File: config.mk
export PLATFORM = sky130hd
export DESIGN_NAME = nib_bus_rr_arbiter
export DESIGN_NICKNAME = d
export VERILOG_FILES = /design/src/rtl/nib_bus_pkg.sv /design/src/rtl/rr_pick.sv /design/src/rtl/nib_bus_rr_arbiter.sv
export SDC_FILE = /design/constraint.sdc
export NUM_CORES = 1
export LEC_CHECK = 0
export CORE_ASPECT_RATIO = 2
export CORE_UTILIZATION = 30
export DETAILED_ROUTE_END_ITERATION = 16
export GPL_ROUTABILITY_DRIVEN = 1
export HOLD_SLACK_MARGIN = 0.15
export PLACE_DENSITY = 0.67
export SYNTH_ARGS = -nofsm -noshare
export SYNTH_HDL_FRONTEND = slang
export SYNTH_SLANG_ARGS = --single-unit
File: constraint.sdc
create_clock -name clk -period 2.6 [get_ports clk]
set_input_delay 0.52 -clock clk [delete_from_list [all_inputs] [get_ports clk]]
set_output_delay 0.52 -clock clk [all_outputs]
set_load 0.02 [all_outputs]
File: src/rtl/nib_bus_pkg.sv
// Shared types for the nibble-word bus sequencers: the 2x4-bit packed word,
// the sequencer state encoding and the default park value.
package nib_bus_pkg;

   typedef bit [1:0][0:3] nib_word_t;

   typedef enum logic [1:0] {
      IDLE,
      BURST,
      GAP
   } nib_state_t;

   localparam nib_word_t NIB_PARK_DEFAULT = 8'h00;

endpackage

File: src/rtl/rr_pick.sv
// Combinational round-robin picker: returns the first requester with req high,
// scanning upward from last+1 and wrapping, so the previous owner is checked last.
module rr_pick #(
   parameter int NREQ  = 4,
   parameter int IDX_W = $clog2(NREQ)
) (
   input  logic [NREQ-1:0]  req,
   input  logic [IDX_W-1:0] last,
   output logic [IDX_W-1:0] sel,
   output logic             any
);

   logic found;

   // Scan NREQ positions starting after 'last'; the final step lands on 'last' itself.
   always_comb begin
      sel   = '0;
      found = 1'b0;
      for (int k = 1; k <= NREQ; k++) begin
         if (!found && req[(int'(last) + k) % NREQ]) begin
            found = 1'b1;
            sel   = IDX_W'((int'(last) + k) % NREQ);
         end
      end
   end

   assign any = |req;

endmodule

File: src/rtl/nib_bus_rr_arbiter.sv
// Round-robin arbiter that grants one requester at a time and registers its
// word onto the shared nibble bus for a burst of len+1 cycles.
module nib_bus_rr_arbiter
   import nib_bus_pkg::*;
#(
   parameter int        NREQ     = 4,
   parameter nib_word_t PARK_VAL = NIB_PARK_DEFAULT,
   parameter int        IDX_W    = $clog2(NREQ)
) (
   input  logic                  clk,
   input  logic                  rst_n,
   input  logic [NREQ-1:0]       req,
   input  logic [NREQ-1:0][1:0]  len,
   input  nib_word_t [NREQ-1:0]  wdata,
   output logic [NREQ-1:0]       gnt,
   output logic [IDX_W-1:0]      owner,
   output nib_word_t             bus_q,
   output nib_word_t             bus_n,
   output logic                  bus_vld,
   output logic                  done,
   output logic                  abort
);

   nib_state_t       state;
   logic [1:0]       cnt;
   logic [IDX_W-1:0] pick_sel;
   logic             pick_any;

   rr_pick #(
      .NREQ  (NREQ),
      .IDX_W (IDX_W)
   ) u_pick (
      .req  (req),
      .last (owner),
      .sel  (pick_sel),
      .any  (pick_any)
   );

   // Sequencer: IDLE picks an owner, BURST streams its words, GAP forces one dead
   // cycle before the next arbitration. done/abort are single-cycle pulses.
   always_ff @(posedge clk or negedge rst_n) begin
      if (!rst_n) begin
         state   <= IDLE;
         gnt     <= '0;
         owner   <= IDX_W'(NREQ - 1);
         cnt     <= 2'd0;
         bus_q   <= PARK_VAL;
         bus_vld <= 1'b0;
         done    <= 1'b0;
         abort   <= 1'b0;
      end else begin
         done  <= 1'b0;
         abort <= 1'b0;
         case (state)
            IDLE: begin
               bus_q   <= PARK_VAL;
               bus_vld <= 1'b0;
               if (pick_any) begin
                  gnt   <= NREQ'(1) << pick_sel;
                  owner <= pick_sel;
                  cnt   <= len[pick_sel];
                  state <= BURST;
               end
            end
            BURST: begin
               if (!req[owner]) begin
                  bus_q   <= PARK_VAL;
                  bus_vld <= 1'b0;
                  done    <= 1'b1;
                  abort   <= 1'b1;
                  gnt     <= '0;
                  state   <= GAP;
               end else begin
                  bus_q   <= wdata[owner];
                  bus_vld <= 1'b1;
                  if (cnt == 2'd0) begin
                     done  <= 1'b1;
                     gnt   <= '0;
                     state <= GAP;
                  end else begin
                     cnt <= cnt - 2'd1;
                  end
               end
            end
            GAP: begin
               bus_q   <= PARK_VAL;
               bus_vld <= 1'b0;
               state   <= IDLE;
            end
            default: begin
               bus_q   <= PARK_VAL;
               bus_vld <= 1'b0;
               gnt     <= '0;
               state   <= IDLE;
            end
         endcase
      end
   end

   // The complement is taken straight off the register so it can never diverge.
   assign bus_n = ~bus_q;

endmodule

==> impl_metrics.yaml <==
placement:
  numPortBuffers: 70
  placed_area_sq_mm: 0.00200
  dp_slack_ns: 0.262
  hpwl_um: 2920
  gp_routability_congestion: 0.828
  placed_cells: 230
worst_setup_path:
  timing.rr.end: "cnt[1]$_DFFE_PN0P_"
  end_kind: "primary output"
  critPathTopFamily: "flip-flops"
  crit_type: "register to primary output"
  slowest_delay_ns: 0.81
  worst-path-buf-inv: 1
  cp_slowest_cell: "dfstp_2"
  worstPathArrival_ns: 1.75
  regToRegSetupSlack_ns: 0.48
  start_kind: "register"
  worstSetupStartpoint: "owner[0]$_DFFE_PN1P_"
  reg2reg_from: "owner[1]$_DFFE_PN1P_"
  worstPathCellList: "clkdlybuf4s50_1"
  reg2regPathDepth: 5
  crit_required_ns: 2.08
  crit_fanout: 17
timing:
  fin_setup_tns_ns: 0
  tightest_slew_ns: 0.828
  grt_setup_unrepaired: "no"
  setup_ws_ns: 0.330
  period_share_pct: 87.3
  period_minus_slack_ns: 2.27
  drv_slew: 0
  fin_skew_ns: 0.000532
  slew_headroom_pct: 44.7
  fmax_ghz: 0.441
  holdWs_ns: 0.511
  setup_viol: 0
  hold_violations: 0
global_route:
  grt_use_total_pct: 17.4
  grt_max_degree: 22
  antenna_found_initial: 0
  grt_overflow_total: 0
  grt_pass1_vias: 1331
  grt_pass1_wl_um: 5610
floorplan:
  core-area_sq_mm: 0.00392
  die-area_sq_mm: 0.00444
  io_pins: 71
  die_w_um: 47.6
  start_util_pct: 31.8
  die_h_um: 93.2
  fp-row-count: 32
yosys:
  mappedNetlistArea_sq_mm: 0.00125
  synth_top_area_cell: "dfrtp_1"
  ys_ff_latch: 21
  syn_nets: 159
  ys_seq_area_share_pct: 42.3
  synth_area_leaders: "dfrtp_1 38%, mux4_2 16%, dfstp_2 4.2%, inv_1 4.2%, and3_1 4.0%"
  synth_cell_types: 36
  syn-instance-count: 112
  syn_area_per_cell_sq_um: 11.1
  yosys.area.top_type_share_pct: 38.1
  yosysWarnings: 0
clocking:
  post_cts_resized: 0
  cts_htree_levels: 1
  clock_path_buffers: 2
  cts_buffers: 3
  post-cts-setup-buffers: 0
  clk_pin_slew_ns: 0.07
  holdBufCountCts: 0
  cts_tree: "yes"
  root_buffer: "clkbuf_8"
  clk_latency_ns: 0.26
  clock-sinks: 21
final_layout:
  layout_commonest_cell: "clkdlybuf4s50_1"
  postLayoutCellArea_sq_mm: 0.00204
  area_growth_syn_to_layout_pct: 63.8
  n_fill_cell: 380
  drive_above_1_share_pct: 12.0
  layout_common_cells: "70 x clkdlybuf4s50_1, 19 x dfrtp_1, 14 x inv_1, 9 x mux4_2, 8 x and3_1"
  finalNonFillerCells: 234
  antenna-diode-count: 0
  layout.nets: 231
routing:
  dr.pass1.iters: 4
  ant_nets: 0
  drt-wirelength-per-cell_um: 15.3
  vias: 1184
  drt_iter0_markers: 26
  totalWireLength_um: 3590
  drc_errors: 0
  via_per_inst: 5.06
worst_hold_path:
  hold_depth: 1
  hp-start: "gnt[3]$_DFFE_PN0P_"
  whs_endpoint: "gnt[3]$_DFFE_PN0P_"
  hold_path_class: "register to register"
status:
  status: "completed"
power:
  p_leak_nw: 0.856
  power.density_mw_per_mm2: 1020
  ir_worst_vdd_mv: 0.463
run:
  cap_violations: 0
## Yosys cell counts
cell type  number
o211ai_1        4
a31oi_1         2
a22o_1          2
buf_6           1
ha_1            1
buf_4           2
mux4_2          9
nor3b_1         4
a221oi_1        1
nor2b_4         1
a311oi_1        1
dfrtp_1        19
o31ai_1         1
nand3b_1        1
buf_2           2
a211oi_1        1
nand2b_1        3
a21oi_1         4
a21oi_2         1
inv_1          14
a32o_1          1
clkbuf_1        2
a222oi_1        1
mux2i_1         3
and3_1          8
nor2b_1         2
o21ai_1         2
and3b_1         1
nand2_1         4
o2bb2ai_1       1
nor2_2          1
a21o_4          1
dfstp_2         2
o22ai_1         1
o21ai_0         3
nor2_1          5
## state kept, by name, indices dropped and copies added, names as in the netlist
register,count
done,1
owner,2
gnt,4
state,2
abort,1
cnt,2
bus_vld,1
bus_q,8
## cells by family (layout without fill, tap and decap cells)
group                      Yosys count  in the layout  share of synthesized area, %
AOI/OAI and AO/OA                   27             27                          15.7
muxes                               12             12                          18.7
buffers and inverters               21             92                          7.72
DFF                                 21             21                          42.3
adders and majority gates            1              1                          1.00
and+or+nand+nor                     30             30                          14.5
## final cells by class
class                      instances  area [sq um]  share of cell area, %
clock buffer                       4          45.0                   2.20
sequential                        21           528                   25.8
timing repair buffer              74           731                   35.8
multi-input combinational         70           623                   30.5
tap                               51          63.8                   3.12
inverter                          14          52.6                   2.57
## routing by layer
metal / wire length [um] / global-route usage, % / share of wire [%] / vias to the layer above
met4: 87 / 9.03 / 2.4 / 0
met3: 267 / 2.90 / 7.4 / 10
met2: 2040 / 32.3 / 57 / 64
li1: - / - / - / 559
met5: 0 / 0 / 0 / -
met1: 1190 / 16.5 / 33 / 551
## stage by stage
step,power [mW],utilization [%]
finish,2.09,52.1
global route,2.26,52.1
CTS,2.12,52.1
detailed placement,1.90,50.9
global placement,1.87,50.9
floorplan,1.40,-
## where the power goes
group	internal [mW]	leakage, nW	switching [mW]
registers	0.473	0.270	0.164
logic	0.657	0.563	0.585
clock network	0.109	0.0228	0.100
total	1.24	0.856	0.849
## worst max path at each step
stage | endpoint | slack, ns | cells after the start
4_1_cts | owner[0] | 0.29 | 1
2_1_floorplan | cnt[0]$_DFFE_PN0P_ | 0.73 | 6
6_report | owner[0] | 0.33 | 1
3_5_place_dp | cnt[1]$_DFFE_PN0P_ | 0.26 | 6
3_3_place_gp | cnt[1]$_DFFE_PN0P_ | 0.33 | 6
5_1_grt | owner[0] | 0.23 | 1
(Power assumes the default switching activity.)
==> RTL edit, RTL diff (same flow settings) <==
`NREQ` is set to 4 in 2 places; all go to 2.
--- a/src/rtl/rr_pick.sv
+++ b/src/rtl/rr_pick.sv
@@ -2,5 +2,5 @@
 // scanning upward from last+1 and wrapping, so the previous owner is checked last.
 module rr_pick #(
-   parameter int NREQ  = 4,
+   parameter int NREQ  = 2,
    parameter int IDX_W = $clog2(NREQ)
 ) (
--- a/src/rtl/nib_bus_rr_arbiter.sv
+++ b/src/rtl/nib_bus_rr_arbiter.sv
@@ -4,5 +4,5 @@
    import nib_bus_pkg::*;
 #(
-   parameter int        NREQ     = 4,
+   parameter int        NREQ     = 2,
    parameter nib_word_t PARK_VAL = NIB_PARK_DEFAULT,
    parameter int        IDX_W    = $clog2(NREQ)
Interface: changed (5 resized); port bits go from 71 to 46. The function was not compared with the original's and may differ.
==> RTL edit against the original RTL <==
- critical path depth unchanged
- critical path type unchanged
- sequential cell count down 3
- cell count down 33%
- register-to-register slack better by 330 ps
- combinational power down 39%
- final area down 32%
- clock skew up 0.87 ps
- synthesized area down 30%
- non-clock buffer count down 28
- first-iteration DRC count down 73%
- total power down 31%
- worst setup slack better by 290 ps
- routed wire length down 47%
==> RTL edit: results (changes against the original RTL) <==
- Num CTS Buffers: 3 (unchanged)
- Reg-to-reg startpoint: owner
- DP HPWL: 1610 microns (-45%)
- Vias in the first global route: 793 (-40%)
- Post-synth ARST share: 100% (unchanged)
- DRT iter0 DRCs: 7 (-73%)
- Outcome: finished clean
- Worst IR Drop VDD: 495 uV (+7.0%)
- Longest Clk Path Bufs: 2 (unchanged)
- Port-buffer cells: 45 (-36%)
- Clock transition at path regs: around 60 ps
- FILL cells: 268 (-29%)
- Crit path max-delay cell type: clkdlybuf4s50_1
- DRT Wirelength: 1890 microns (-47%)
- Placer congestion estimate: 0.698 (-16%)
- Hold Startpoint: cnt[1]
- Clock skew: 1.40 ps (+0.869 ps)
- Final hold slack: 513 ps (+2.40 ps)
- Setup bufs post-CTS: 0 (unchanged)
- Max FFs per register: 8 (unchanged)
- DR pass1 iterations: 4 (unchanged)
- Hold Path End: cnt[1]
- Antenna diodes: 0 (unchanged)
- Antenna violations before repair: 0 (unchanged)
- Final #Nets: 153 (-34%)
- Max H-tree Level: 1 (unchanged)
- Pin count of the biggest net entering global routing: 19 (-14%)
- Layout cells sized above 1: 15.0% (+2.9 points)
- DR vias: 730 (-38%)
- RR Endpoint: bus_q[5]
- Netlist cell types: 27 (-25%)
- PostCTS Resize Cnt: 0 (unchanged)
- Ranking of synthesized cells by area: dfrtp_1, mux2i_1, nor2_2
- Crit path max-delay family: buffers and inverters
- Data arrival, critical path: 1460 ps (-290 ps)
- Syn avg cell area: 10.9 sq um (-2.4%)
- Leading cell types by count after synthesis: dfrtp_1, inv_1, mux2i_1, nor2_2, nor2_1
- Hold Path Cell Cnt: 1 (unchanged)
- Max stage delay on crit path: 620 ps (-190 ps)
- Register area share after synthesis: 51.9% (+9.6 points)
- Worst min-delay path class: reg -> reg
- Clk_lat worst skew: 240 ps (-20 ps)
- CP Max Fanout: 5 (-12)
- Leakage power total: 0.618 nW (-28%)
- Synth warn: 0 (unchanged)
- First-pass GRT wire length: 3130 microns (-44%)
- Tot GR Track Use: 14.0% (-3.4 points)
- Root buf cell: clkbuf_8
- Worst-Margin Slew: 775 ps (-53.2 ps)
- Setup slack, reg-to-reg: 810 ps (+330 ps)
- Syn nets: 105 (-34%)
- Final setup TNS: 0 ps (unchanged)
- Mean routed wirelength per cell: 12.1 microns (-21%)
- Cell count of the worst reg-to-reg path: 4 (-1)
[RTL edit: changes by cell type after synthesis, moves of 7 or more]
cell	change
mux2i_1	+8
nor2_2	+7
and3_1	-8
mux4_2	-9
[RTL edit: cell type report]
type | count | share of cell area [%]
Tap cell | 29 | 2.61
Clock buffer | 4 | 3.96
Sequential cell | 18 | 32.5
Multi-Input combinational cell | 47 | 24.8
Inverter | 12 | 3.24
Timing Repair Buffer | 46 | 32.9
[RTL edit: worst max path at each step]
stage	from	endpoint	cells past startpoint	slack [ps]
CTS	owner	owner	1	600
detailed placement	req[1]	cnt[0]	5	520
finish	owner	owner	1	620
global route	owner	owner	1	570
floorplan	owner	cnt[1]	4	1140
global placement	req[1]	cnt[0]	5	570
[RTL edit: cell families after synthesis]
group | share of synthesized area (%)
AND/OR/NAND/NOR | 14.4
buffers and inverters | 8.34
AO/OA/AOI/OAI | 8.63
multiplexers | 15.3
adder cells (fa/ha/maj) | 1.44
flip-flops | 51.9
[RTL edit: where the power goes]
group	internal, mW	switching, mW
registers	0.388	0.0748
logic	0.374	0.383
clock network	0.134	0.0853
[RTL edit: routing by layer]
layer / wire length [microns] / vias to the layer above / global-route usage (%)
li1: - / 352 / -
met1: 642 / 347 / 14.8
met2: 1140 / 31 / 25.8
met3: 106 / 0 / 1.69
met4: 0 / 0 / 4.14
met5: 0 / - / 0
[RTL edit: stage by stage]
| step | setup slack (ps) | cell area, sq um |
|---|---|---|
| 2_1_floorplan | 1140 | 870 |
| 3_3_place_gp | 570 | 1340 |
| 3_5_place_dp | 522 | 1340 |
| 4_1_cts | 605 | 1390 |
| 5_1_grt | 573 | 1390 |
| 6_report | 618 | 1390 |
